$ cat src/rtl/uart_rx_buffered_if.sv
// Receive-side handshake bundle for uart_rx_buffered.
// The receiver drives the byte, status and error pulses; the consumer drives the ack.
interface uart_rx_buffered_if;
    logic       dout_ack;
    logic [7:0] dout;
    logic       dout_vld;
    logic       parity_err;
    logic       frame_err;
    logic       overrun;
    logic       busy;

    modport master (
        input  dout_ack,
        output dout,
        output dout_vld,
        output parity_err,
        output frame_err,
        output overrun,
        output busy
    );

    modport slave (
        output dout_ack,
        input  dout,
        input  dout_vld,
        input  parity_err,
        input  frame_err,
        input  overrun,
        input  busy
    );
endinterface

$ cat src/rtl/uart_rx_buffered.sv
// UART receiver: 2-flop sync, bit-timed sampling FSM, parity/framing checks,
// and a one-entry holding register with valid/ack handshake and overrun flag.
module uart_rx_buffered #(
    parameter int CLK_FREQ     = 10_000_000,
    parameter int BAUD_RATE    = 115200,
    parameter int CLKS_PER_BIT = CLK_FREQ / BAUD_RATE,
    parameter int CHECK_SEL    = 1
) (
    input  logic CLK,
    input  logic rst_n,
    input  logic RX,
    uart_rx_buffered_if.master rx_if
);

    localparam int CW = $clog2(CLKS_PER_BIT);
    localparam logic [CW-1:0] BIT_END  = CW'(CLKS_PER_BIT - 1);
    localparam logic [CW-1:0] HALF_END = CW'(CLKS_PER_BIT / 2 - 1);

    localparam logic [2:0] IDLE      = 3'd0;
    localparam logic [2:0] START     = 3'd1;
    localparam logic [2:0] DATA      = 3'd2;
    localparam logic [2:0] PARITY    = 3'd3;
    localparam logic [2:0] STOP      = 3'd4;
    localparam logic [2:0] WAIT_HIGH = 3'd5;

    logic          rx_q1;
    logic          rx_s;
    logic [2:0]    state;
    logic [CW-1:0] cnt;
    logic [CW-1:0] cnt_end;
    logic          tick;
    logic [2:0]    bit_idx;
    logic [7:0]    shift;
    logic          par_bad;
    logic          par_x;
    logic          done;
    logic          stop_bad;

    logic [7:0]    dout_q;
    logic          vld_q;
    logic          perr_q;
    logic          ferr_q;
    logic          ovr_q;

    // Two-flop synchronizer; idles high so reset never looks like a start bit
    always_ff @(posedge CLK or negedge rst_n) begin
        if (!rst_n) begin
            rx_q1 <= 1'b1;
            rx_s  <= 1'b1;
        end else begin
            rx_q1 <= RX;
            rx_s  <= rx_q1;
        end
    end

    // Sample point: half a bit in START, a full bit elsewhere
    always_comb begin
        cnt_end  = (state == START) ? HALF_END : BIT_END;
        tick     = (cnt == cnt_end);
        par_x    = (^shift) ^ rx_s;
        done     = (state == STOP) && tick && rx_s;
        stop_bad = (state == STOP) && tick && !rx_s;
    end

    // Frame FSM: walks start, data, optional parity and stop bits
    always_ff @(posedge CLK or negedge rst_n) begin
        if (!rst_n) begin
            state   <= IDLE;
            cnt     <= '0;
            bit_idx <= '0;
            shift   <= '0;
            par_bad <= 1'b0;
        end else begin
            unique case (state)
                IDLE: begin
                    cnt <= '0;
                    if (!rx_s) begin
                        state   <= START;
                        par_bad <= 1'b0;
                    end
                end
                START: begin
                    cnt <= tick ? '0 : cnt + 1'b1;
                    if (tick) begin
                        state   <= rx_s ? IDLE : DATA;
                        bit_idx <= '0;
                    end
                end
                DATA: begin
                    cnt <= tick ? '0 : cnt + 1'b1;
                    if (tick) begin
                        shift   <= {rx_s, shift[7:1]};
                        bit_idx <= bit_idx + 1'b1;
                        if (bit_idx == 3'd7)
                            state <= (CHECK_SEL != 0) ? PARITY : STOP;
                    end
                end
                PARITY: begin
                    cnt <= tick ? '0 : cnt + 1'b1;
                    if (tick) begin
                        par_bad <= (CHECK_SEL == 2) ? par_x : ~par_x;
                        state   <= STOP;
                    end
                end
                STOP: begin
                    cnt <= tick ? '0 : cnt + 1'b1;
                    if (tick)
                        state <= rx_s ? IDLE : WAIT_HIGH;
                end
                WAIT_HIGH: begin
                    cnt <= '0;
                    if (rx_s)
                        state <= IDLE;
                end
                default: begin
                    state <= IDLE;
                    cnt   <= '0;
                end
            endcase
        end
    end

    // Holding register: a completing frame beats a same-cycle ack
    always_ff @(posedge CLK or negedge rst_n) begin
        if (!rst_n) begin
            dout_q <= '0;
            vld_q  <= 1'b0;
            perr_q <= 1'b0;
            ferr_q <= 1'b0;
            ovr_q  <= 1'b0;
        end else begin
            perr_q <= 1'b0;
            ovr_q  <= 1'b0;
            ferr_q <= stop_bad;
            if (done) begin
                if (!vld_q || rx_if.dout_ack) begin
                    dout_q <= shift;
                    vld_q  <= 1'b1;
                    perr_q <= par_bad;
                end else begin
                    ovr_q <= 1'b1;
                end
            end else if (vld_q && rx_if.dout_ack) begin
                vld_q <= 1'b0;
            end
        end
    end

    assign rx_if.dout       = dout_q;
    assign rx_if.dout_vld   = vld_q;
    assign rx_if.parity_err = perr_q;
    assign rx_if.frame_err  = ferr_q;
    assign rx_if.overrun    = ovr_q;
    assign rx_if.busy       = (state != IDLE);

endmodule

$ cat src/flat_wrapper.sv
// flat-port wrapper written by rule: the top's interface ports become plain ports
module uart_rx_buffered_flat 
#(
    parameter int CLK_FREQ     = 10_000_000,
    parameter int BAUD_RATE    = 115200,
    parameter int CLKS_PER_BIT = CLK_FREQ / BAUD_RATE,
    parameter int CHECK_SEL    = 1
)
  (CLK, rst_n, RX, rx_if_dout_ack, rx_if_dout, rx_if_dout_vld, rx_if_parity_err, rx_if_frame_err, rx_if_overrun, rx_if_busy);
  uart_rx_buffered_if rx_if_i ();
  input  logic CLK;
  input  logic rst_n;
  input  logic RX;
  input wire logic [$bits(rx_if_i.dout_ack)-1:0] rx_if_dout_ack;
  output wire logic [$bits(rx_if_i.dout)-1:0] rx_if_dout;
  output wire logic [$bits(rx_if_i.dout_vld)-1:0] rx_if_dout_vld;
  output wire logic [$bits(rx_if_i.parity_err)-1:0] rx_if_parity_err;
  output wire logic [$bits(rx_if_i.frame_err)-1:0] rx_if_frame_err;
  output wire logic [$bits(rx_if_i.overrun)-1:0] rx_if_overrun;
  output wire logic [$bits(rx_if_i.busy)-1:0] rx_if_busy;
  assign rx_if_i.dout_ack = rx_if_dout_ack;
  assign rx_if_dout = rx_if_i.dout;
  assign rx_if_dout_vld = rx_if_i.dout_vld;
  assign rx_if_parity_err = rx_if_i.parity_err;
  assign rx_if_frame_err = rx_if_i.frame_err;
  assign rx_if_overrun = rx_if_i.overrun;
  assign rx_if_busy = rx_if_i.busy;
  uart_rx_buffered #(.CLK_FREQ(CLK_FREQ), .BAUD_RATE(BAUD_RATE), .CLKS_PER_BIT(CLKS_PER_BIT), .CHECK_SEL(CHECK_SEL)) u_core (.CLK(CLK), .rst_n(rst_n), .RX(RX), .rx_if(rx_if_i));
endmodule
$ cat config.mk
export PLATFORM = sky130hd
export DESIGN_NAME = uart_rx_buffered_flat
export DESIGN_NICKNAME = d
export VERILOG_FILES = /design/src/rtl/uart_rx_buffered_if.sv /design/src/rtl/uart_rx_buffered.sv /design/src/flat_wrapper.sv
export SDC_FILE = /design/constraint.sdc
export NUM_CORES = 1
export LEC_CHECK = 0
export CORE_ASPECT_RATIO = 1.5
export CORE_MARGIN = 4
export CORE_UTILIZATION = 36
export DETAILED_ROUTE_END_ITERATION = 8
export PLACE_DENSITY = 0.57
export SLEW_MARGIN = 5
export SYNTH_ARGS = -nofsm -noshare
export SYNTH_HDL_FRONTEND = slang
export SYNTH_SLANG_ARGS = --single-unit
$ cat constraint.sdc
create_clock -name CLK -period 2.1 [get_ports CLK]
set_input_delay 0.21 -clock CLK [delete_from_list [all_inputs] [get_ports CLK]]
set_output_delay 0.21 -clock CLK [all_outputs]
set_load 0.01 [all_outputs]
======== After elaboration in Yosys (flattened, before gate mapping) ========
Cells that the tools add are included.
operators by class
  add/sub/neg operators ................... 2
  equal/unequal tests ..................... 15
  multiplexer cells ....................... 26
  bitwise operators ....................... 2
  reductions and logical operators ........ 20
operator list
  kind                 count
  $mux 3               10
  $mux 7               3
  $pmux 3 s6           1
  $ne 2x1->1 const B   6
  $eq 3x3->1 const B   3
  $mux 1               9
  $reduce_xor 8->1     1
  $add 7x1->7 const B  1
  $eq 7x7->1           1
  $reduce_and 7->1     1
  $eq 3x2->1 const B   2
  $pmux 3 s2           1
  $reduce_and 2->1     3
  $reduce_and 3->1     2
  $reduce_bool 2->1    3
  $logic_and 1x1->1    4
  $ne 2x2->1 const B   2
  $reduce_or 4->1      1
  $add 3x1->3 const B  1
  $eq 3x1->1 const B   1
  $logic_not 3->1      1
  $reduce_bool 3->1    1
  $logic_not 1->1      2
  $mux 2               1
  other kinds (4)      4
word-level totals
  input bits .............................. 4
  output and inout port bits .............. 13
  word-level logic and storage cells ...... 77
  register bits ........................... 36

======== Longest topological paths before layout ========
Gate-level depths: netlist (run 1).
  word-level depth ........................ 7
  mapped depth ............................ 6
  gate-level depth less buffers ........... 5

======== Worst setup path before layout (run 1) ========
No wires, ideal clock.
  path type ............................... register -> register
  start ................................... reg u_core.cnt[0]
  end ..................................... reg u_core.shift[0]
  path slack .............................. 0.474 ns
  stages on the path, launching flop included .. 7
  data arrival time ....................... 1.501 ns
  required time ........................... 1.975 ns
  path buffers ............................ 2
  library setup time ...................... 0.125 ns
  period minus slack after synthesis ...... 1.626 ns
  cells stage by stage .................... dfrtp_1 and3_1 buf_4 and3_1 buf_4 nand3_4 mux2_4
on the way
  word-level cells in the longest chain between the ends .. 2
ends and longest elaborated chain
  element                     RTL line                RTL
  from (decl)                 uart_rx_buffered.sv:29  logic [CW-1:0] cnt;
  from (signal assigned)      uart_rx_buffered.sv:83  cnt <= tick ? '0 : cnt + 1'b1;
  from (signal assigned)      uart_rx_buffered.sv:90  cnt <= tick ? '0 : cnt + 1'b1;
  from (signal assigned)      uart_rx_buffered.sv:99  cnt <= tick ? '0 : cnt + 1'b1;
  $eq 7x7->1                  uart_rx_buffered.sv:59  tick = (cnt == cnt_end);
  $reduce_and 2->1 (no line)  -
  to (signal assigned)        uart_rx_buffered.sv:92  shift <= {rx_s, shift[7:1]};
  to (decl)                   uart_rx_buffered.sv:33  logic [7:0] shift;
Every way passes these cells.
A chain may end at the register's enable or synchronous reset.

======== Final worst setup path (run 1) ========
  start ................................... reg u_core.state[0]
  end ..................................... out rx_if_busy
on the way
  word-level cells in the longest chain between the ends .. 1
ends and longest elaborated chain
  element                 RTL line                 RTL
  from (decl)             uart_rx_buffered.sv:28   logic [2:0] state;
  from (signal assigned)  uart_rx_buffered.sv:85   state <= rx_s ? IDLE : DATA;
  from (signal assigned)  uart_rx_buffered.sv:95   state <= (CHECK_SEL != 0) ? PARITY : STOP;
  from (signal assigned)  uart_rx_buffered.sv:108  state <= rx_s ? IDLE : WAIT_HIGH;
  $reduce_bool 3->1       uart_rx_buffered.sv:154  assign rx_if.busy = (state != IDLE);
  to (decl)               flat_wrapper.sv:20       output wire logic [$bits(rx_if_i.busy)-1:0] rx_if_busy;
Every way passes these cells.

==> summary.txt, run 1 <==
Placed design
  – I/O Buffers: 16
  – Inst Count DP: 222
  – Post-DP Area: 2020 sq um
  – Post-detail-place hpwl: 2380 microns
  – Routability cong.: 0.855
  – Pre-CTS setup slack: 261 ps

Layout
  – Antenna diode count: 0
  – Fill cells: 475
  – Sequential cell area: 903 sq um
  – Area of the multi-input gates: 838 sq um
  – Final core utilization: 0.439
  – Fin nets: 170
  – Area Overhead vs Synth: 18.4%
  – Post-route insts no fill: 230
  – Post-layout instance area: 2110 sq um
  – Layout cells sized above 1: 0.207

Timing
  – Tcrit/Tclk final: 0.920
  – F_max: 518 MHz
  – Setup TNS: 0 ps
  – Slew Limit Fails: 0
  – Final Hold Vio Count: 0
  – Crit path time final: 1930 ps
  – Relative slew slack: 0.661
  – Worst setup margin: 168 ps
  – Setup Skew: 8.08 ps
  – Worst slew pin tran: 507 ps
  – WHS: 334 ps
  – Unrepaired setup endpoints after global routing: no
  – Final setup viols: 0

Synthesis
  – Seq cells post-synth: 36
  – Synth Instances: 142
  – Top_reg_cell synth: dfrtp_1
  – Most common cell in the netlist: dfrtp_1
  – Top cell type's share of synthesized area: 0.477
  – Commonest cells post-synth: 34 x dfrtp_1, 8 x mux2_2, 8 x mux2_4
  – Dominant cells by area after synthesis: dfrtp_1 48%, mux2_4 6.7%, mux2_2 5.0%, dfstp_2 2.9%, xnor2_1 2.9%
  – Mapped cell area: 1780 sq um
  – Async set or reset register ratio after synthesis: 1.00
  – Post-synth EDFFs: 0
  – Synth cell types: 47
  – Area leader, netlist: dfrtp_1
  – Avg Cell Area, Syn: 12.6 sq um
  – Register area share after synthesis: 0.506
  – Syn Nets: 149
  – Yosys warnings: 0

Setup path
  – Buf+Inv Stages, Crit Path: 1
  – Critical path arrival: 1720 ps
  – CP Capture Type: output port
  – Worst path max stage delay: 520 ps
  – Worst reg-to-reg setup slack: 260 ps
  – Worst path slowest cell: dfrtp_1
  – CP Max Fanout: 13
  – Worst path depth: 2
  – Data required, critical path: 1890 ps
  – Critical path's top delay family: flip-flops
  – Worst path cell trace: or3_1 -> clkdlybuf4s50_1
  – Crit path kind: flip-flop to output port
  – Crit start category: flip-flop
  – Reg2reg path depth: 4

CTS
  – H-Tree Level Count: 2
  – CTS tree: yes
  – CTS Buffer Depth: 2
  – Worst-path clk slew: 70 ps
  – Hold-fix buffers, CTS: 0
  – Clk root buf: clkbuf_8
  – Total CTS buffers: 5
  – CTS sink count: 36
  – Post-CTS Setup Repair Bufs: 0
  – Post_cts resized: 0
  – Clk_lat worst skew: 290 ps

Floorplanning
  – Core footprint: 4810 sq um
  – Row count: 31
  – Die H: 94.2 microns
  – Die area: 6170 sq um
  – Die Span X: 65.5 microns
  – Starting Density: 0.371
  – I/O pins: 17

Hold path
  – Min-delay worst type: input port to flip-flop
  – Hold Path Depth: 1

Global routing
  – Vias in the first global route: 1198
  – Initial antenna violation count: 0
  – Global-route wire length before repair: 5810 microns
  – Total gr overflow: 0
  – GRT Total Usage: 0.123
  – Largest net degree at the start of global routing: 37

Pwr
  – Leak: 0.935 nW
  – Clk pwr share: 0.380
  – Sw Share: 0.233
  – NetSw: 310 uW
  – Pwr Total: 1.33 mW
  – Logic gate share of total power: 0.063
  – Power Dens Cells: 629 nW/um^2
  – Reg power frac: 0.557
  – P_int: 1.02 mW
  – Worst VDD drop: 0.248 mV

Job
  – Maxcap violations: 0

Route
  – Via count: 1168
  – DRC errors left: 0
  – Avg Vias per Cell: 5.08
  – Starting DRT DRC Count: 37
  – Routed wire length: 3310 microns
  – Drt wl/cell: 14.4 microns
  – DR pass1 iterations: 4
  – Antenna viol nets, final: 0

Run status
  – Status: finished, final reports clean
[layout make-up]
cell class,instances,share of cell area
multi-input combinational,97,0.397
timing repair buffer,19,0.0865
tap,66,0.0391
clock buffer,8,0.0427
sequential,36,0.428
inverter,4,0.00711
[routing by layer]
metal / routed length [microns] / vias up / track usage
met4: 62 / 0 / 0.0554
met5: 0 / - / 0
met3: 120 / 6 / 0.0359
li1: - / 563 / -
met2: 1720 / 20 / 0.205
met1: 1410 / 579 / 0.143
[power groups by stage]
stage / combinational (mW) / sequential, mW / clock (mW)
2_1_floorplan: 0.0540 / 0.745 / 0
3_3_place_gp: 0.0851 / 0.752 / 0
3_5_place_dp: 0.0856 / 0.753 / 0
4_1_cts: 0.0863 / 0.740 / 0.519
5_1_grt: 0.0965 / 0.743 / 0.547
6_report: 0.0840 / 0.740 / 0.504
[cells by family after synthesis]
kind of cell	synth area share
flops	0.506
compound gates	0.0842
xor+xnor	0.0666
buf+inv	0.0238
simple gates	0.175
fa+ha+maj	0.0210
mux	0.123
[worst paths after layout]
kind	startpoint	end
worst max-delay path	u_core.state[0]	rx_if_busy
worst min-delay path	RX	u_core.rx_q1
worst max register to register	u_core.state[2]	u_core.rx_if.dout[4]
worst min register to register	u_core.rx_q1	u_core.rx_s
max in group asynchronous	rst_n	u_core.rx_q1
min in group asynchronous	rst_n	u_core.bit_idx[2]
[flip-flops by register name (all words and copies together), names as in the netlist]
signal                   count
u_core.rx_if.dout            8
u_core.shift                 8
u_core.cnt                   7
u_core.bit_idx               3
u_core.state                 3
u_core.par_bad               1
u_core.rx_if.dout_vld        1
u_core.rx_if.frame_err       1
u_core.rx_if.overrun         1
u_core.rx_if.parity_err      1
u_core.rx_q1                 1
u_core.rx_s                  1
[placed cells by master (no fill, tap or decap), types with 2 or more instances in the layout]
master	netlist	layout
clkbuf_1	2	2
clkdlybuf4s50_1	0	16
xnor2_1	6	6
ha_1	3	3
o21ai_0	4	4
and3_1	2	2
nand4b_1	2	2
and2_1	2	2
nor3b_1	2	2
mux2_4	8	8
nand4_1	3	3
buf_4	2	3
nand3_1	5	5
inv_1	4	4
dfrtp_1	34	34
nor2_1	3	3
xor2_1	5	5
nor3_1	7	7
dfstp_2	2	2
clkbuf_8	0	6
nor2b_1	2	2
mux2_2	8	8
a32o_1	2	2
nand2_1	7	7
a22o_1	3	3
No activity file was read; power rests on OpenSTA's default activity.
==> run 2, diff against run 1 <==
==> constraint.sdc (replaced) <==
create_clock -name CLK -period 2.3 [get_ports CLK]
set_input_delay 0.23 -clock CLK [delete_from_list [all_inputs] [get_ports CLK]]
set_output_delay 0.23 -clock CLK [all_outputs]
set_load 0.01 [all_outputs]
==> summary.txt, run 2 (same netlist as run 1, synthesis figures left out) <==
Layout
  – Most frequent cells in the layout: 34 x dfrtp_1, 16 x clkdlybuf4s50_1, 8 x mux2_2, 8 x mux2_4 (unchanged)
  – Area Overhead vs Synth: 17.5% (was 18.4%)
  – Fill cells: 486 (was 475)
  – Most common cell after layout, fill and taps aside: dfrtp_1 (unchanged)
  – Fin nets: 168 (was 170)
  – Layout cells sized above 1: 0.198 (was 0.207)
  – Antenna diode count: 0 (unchanged)

Global routing
  – GRT Total Usage: 0.126 (was 0.123)
  – Initial antenna violation count: 0 (unchanged)
  – Total gr overflow: 0 (unchanged)
  – Global-route wire length before repair: 5910 microns (was 5810 microns)
  – Vias in the first global route: 1252 (was 1198)
  – Largest net degree at the start of global routing: 37 (unchanged)

Setup path
  – Crit path kind: flip-flop to output port (unchanged)
  – Worst path max stage delay: 560 ps (was 520 ps)
  – Worst path slowest cell: dfrtp_1 (unchanged)
  – Worst path cell trace: or3_1 -> clkdlybuf4s50_1 (unchanged)
  – CP Max Fanout: 16 (was 13)
  – Buf+Inv Stages, Crit Path: 1 (unchanged)
  – Critical path's top delay family: flip-flops (unchanged)
  – Critical path arrival: 1790 ps (was 1720 ps)
  – Crit start category: flip-flop (unchanged)
  – Data required, critical path: 2070 ps (was 1890 ps)
  – CP Capture Type: output port (unchanged)

CTS
  – H-Tree Level Count: 2 (unchanged)
  – CTS Buffer Depth: 2 (unchanged)
  – Worst-path clk slew: 70 ps (about the same)
  – Hold-fix buffers, CTS: 0 (unchanged)
  – CTS sink count: 36 (unchanged)
  – Post-CTS Setup Repair Bufs: 0 (unchanged)
  – Clk_lat worst skew: 280 ps (was 290 ps)
  – CTS tree: yes (unchanged)
  – Clk root buf: clkbuf_8 (unchanged)
  – Total CTS buffers: 5 (unchanged)
  – Post_cts resized: 0 (unchanged)

Floorplanning
  – Row count: 31 (unchanged)
  – I/O pins: 17 (unchanged)
  – Starting Density: 0.371 (unchanged)
  – Die area: 6170 sq um (unchanged)
  – Core footprint: 4810 sq um (unchanged)
  – Die H: 94.2 microns (unchanged)
  – Die Span X: 65.5 microns (unchanged)

Timing
  – Final Hold Vio Count: 0 (unchanged)
  – WHS: 354 ps (was 334 ps)
  – Final setup viols: 0 (unchanged)
  – Setup Skew: 4.58 ps (was 8.08 ps)
  – Unrepaired setup endpoints after global routing: no (unchanged)
  – Tcrit/Tclk final: 0.877
  – Setup TNS: 0 ps (unchanged)
  – Worst slew pin tran: 595 ps (was 507 ps)
  – Worst setup margin: 284 ps (was 168 ps)
  – Relative slew slack: 0.603 (was 0.661)
  – Crit path time final: 2020 ps
  – F_max: 496 MHz
  – Slew Limit Fails: 0 (unchanged)

Pwr
  – Clk pwr share: 0.376 (was 0.380)
  – Worst VDD drop: 0.413 mV (was 0.248 mV)
  – Reg power frac: 0.564 (was 0.557)
  – Leak: 0.924 nW (was 0.935 nW)
  – Sw Share: 0.229 (was 0.233)
  – P_int: 928 uW (was 1.02 mW)
  – NetSw: 275 uW (was 310 uW)
  – Logic gate share of total power: 0.060 (was 0.063)
  – Power Dens Cells: 574 nW/um^2 (was 629 nW/um^2)

Route
  – DR pass1 iterations: 4 (unchanged)
  – Avg Vias per Cell: 5.07 (was 5.08)
  – Drt wl/cell: 14.4 microns (about the same)
  – Antenna viol nets, final: 0 (unchanged)
  – DRC errors left: 0 (unchanged)
  – Routed wire length: 3290 microns (was 3310 microns)
  – Starting DRT DRC Count: 36 (was 37)
  – Via count: 1156 (was 1168)

Job
  – Maxcap violations: 0 (unchanged)

Hold path
  – Min-delay worst type: flip-flop to flip-flop (was input port to flip-flop)

Placed design
  – Routability cong.: 0.837 (was 0.855)
  – Pre-CTS setup slack: 425 ps (was 261 ps)
  – I/O Buffers: 16 (unchanged)
  – Post-detail-place hpwl: 2360 microns (was 2380 microns)

Run status
  – Status: finished, final reports clean (unchanged)
[run 2: changes by cell type in the layout (fill, tap and decap cells not counted)]
cell   change
buf_4      -2
[run 2: metal layers]
metal  global-route usage  wire, microns
met1                0.153           1430
met2                0.205           1700
met3               0.0335            104
met4               0.0606             61
met5                    0              0
[run 2: path summary, 6_finish.rpt]
kind,from,to,slack [ps],cells past startpoint
worst min-delay path,u_core.rx_q1,u_core.rx_s,350,0
worst max-delay path,u_core.state[1],rx_if_busy,280,2
max in group asynchronous,rst_n,u_core.rx_q1,1600,2
min in group asynchronous,rst_n,u_core.rx_if.overrun,360,2
worst max register to register,u_core.state[2],u_core.rx_if.dout[7],430,4
worst min register to register,u_core.rx_q1,u_core.rx_s,350,0
[run 2: worst reg2reg max path: stages, from the launching register on]
cell,delay (ps)
dfrtp_1,530
nor2b_1,260
nand4b_1,190
nor3_4,380
mux2_2,390
[run 2: through the flow]
step	std cells	total power [mW]	util	area, sq um
5_1_grt	228	1.26	0.436	2100
3_3_place_gp	220	0.762	0.417	2010
6_report	228	1.20	0.436	2100
3_5_place_dp	220	0.764	0.417	2010
2_1_floorplan	142	0.729	-	1780
4_1_cts	228	1.22	0.436	2100
[run 2: area by class of cell]
type                    count  area (sq um)  share of cell area
flip-flops and latches     36           903               0.431
multi-input cells          97           838               0.400
repair buffers             17           168              0.0800
clock buffers               8          90.1              0.0430
well taps                  66          82.6              0.0394
inverters                   4          15.0             0.00716
[run 2: power groups by stage]
stage | sequential [mW] | combinational (mW) | clock (mW)
CTS | 0.678 | 0.0743 | 0.472
finish | 0.678 | 0.0722 | 0.452
global route | 0.682 | 0.0835 | 0.496
detailed placement | 0.690 | 0.0737 | 0
global placement | 0.690 | 0.0721 | 0
floorplan | 0.680 | 0.0493 | 0
==> run 3, diff against run 2 <==
--- a/config.mk
+++ b/config.mk
@@ -10,6 +10,7 @@
 export CORE_UTILIZATION = 36
 export DETAILED_ROUTE_END_ITERATION = 8
 export PLACE_DENSITY = 0.57
+export SETUP_SLACK_MARGIN = 0.2
 export SLEW_MARGIN = 5
 export SYNTH_ARGS = -nofsm -noshare
 export SYNTH_HDL_FRONTEND = slang
==> results of run 3 <==
Same layout as run 2: the final DEF is identical, and so are final timing and power.
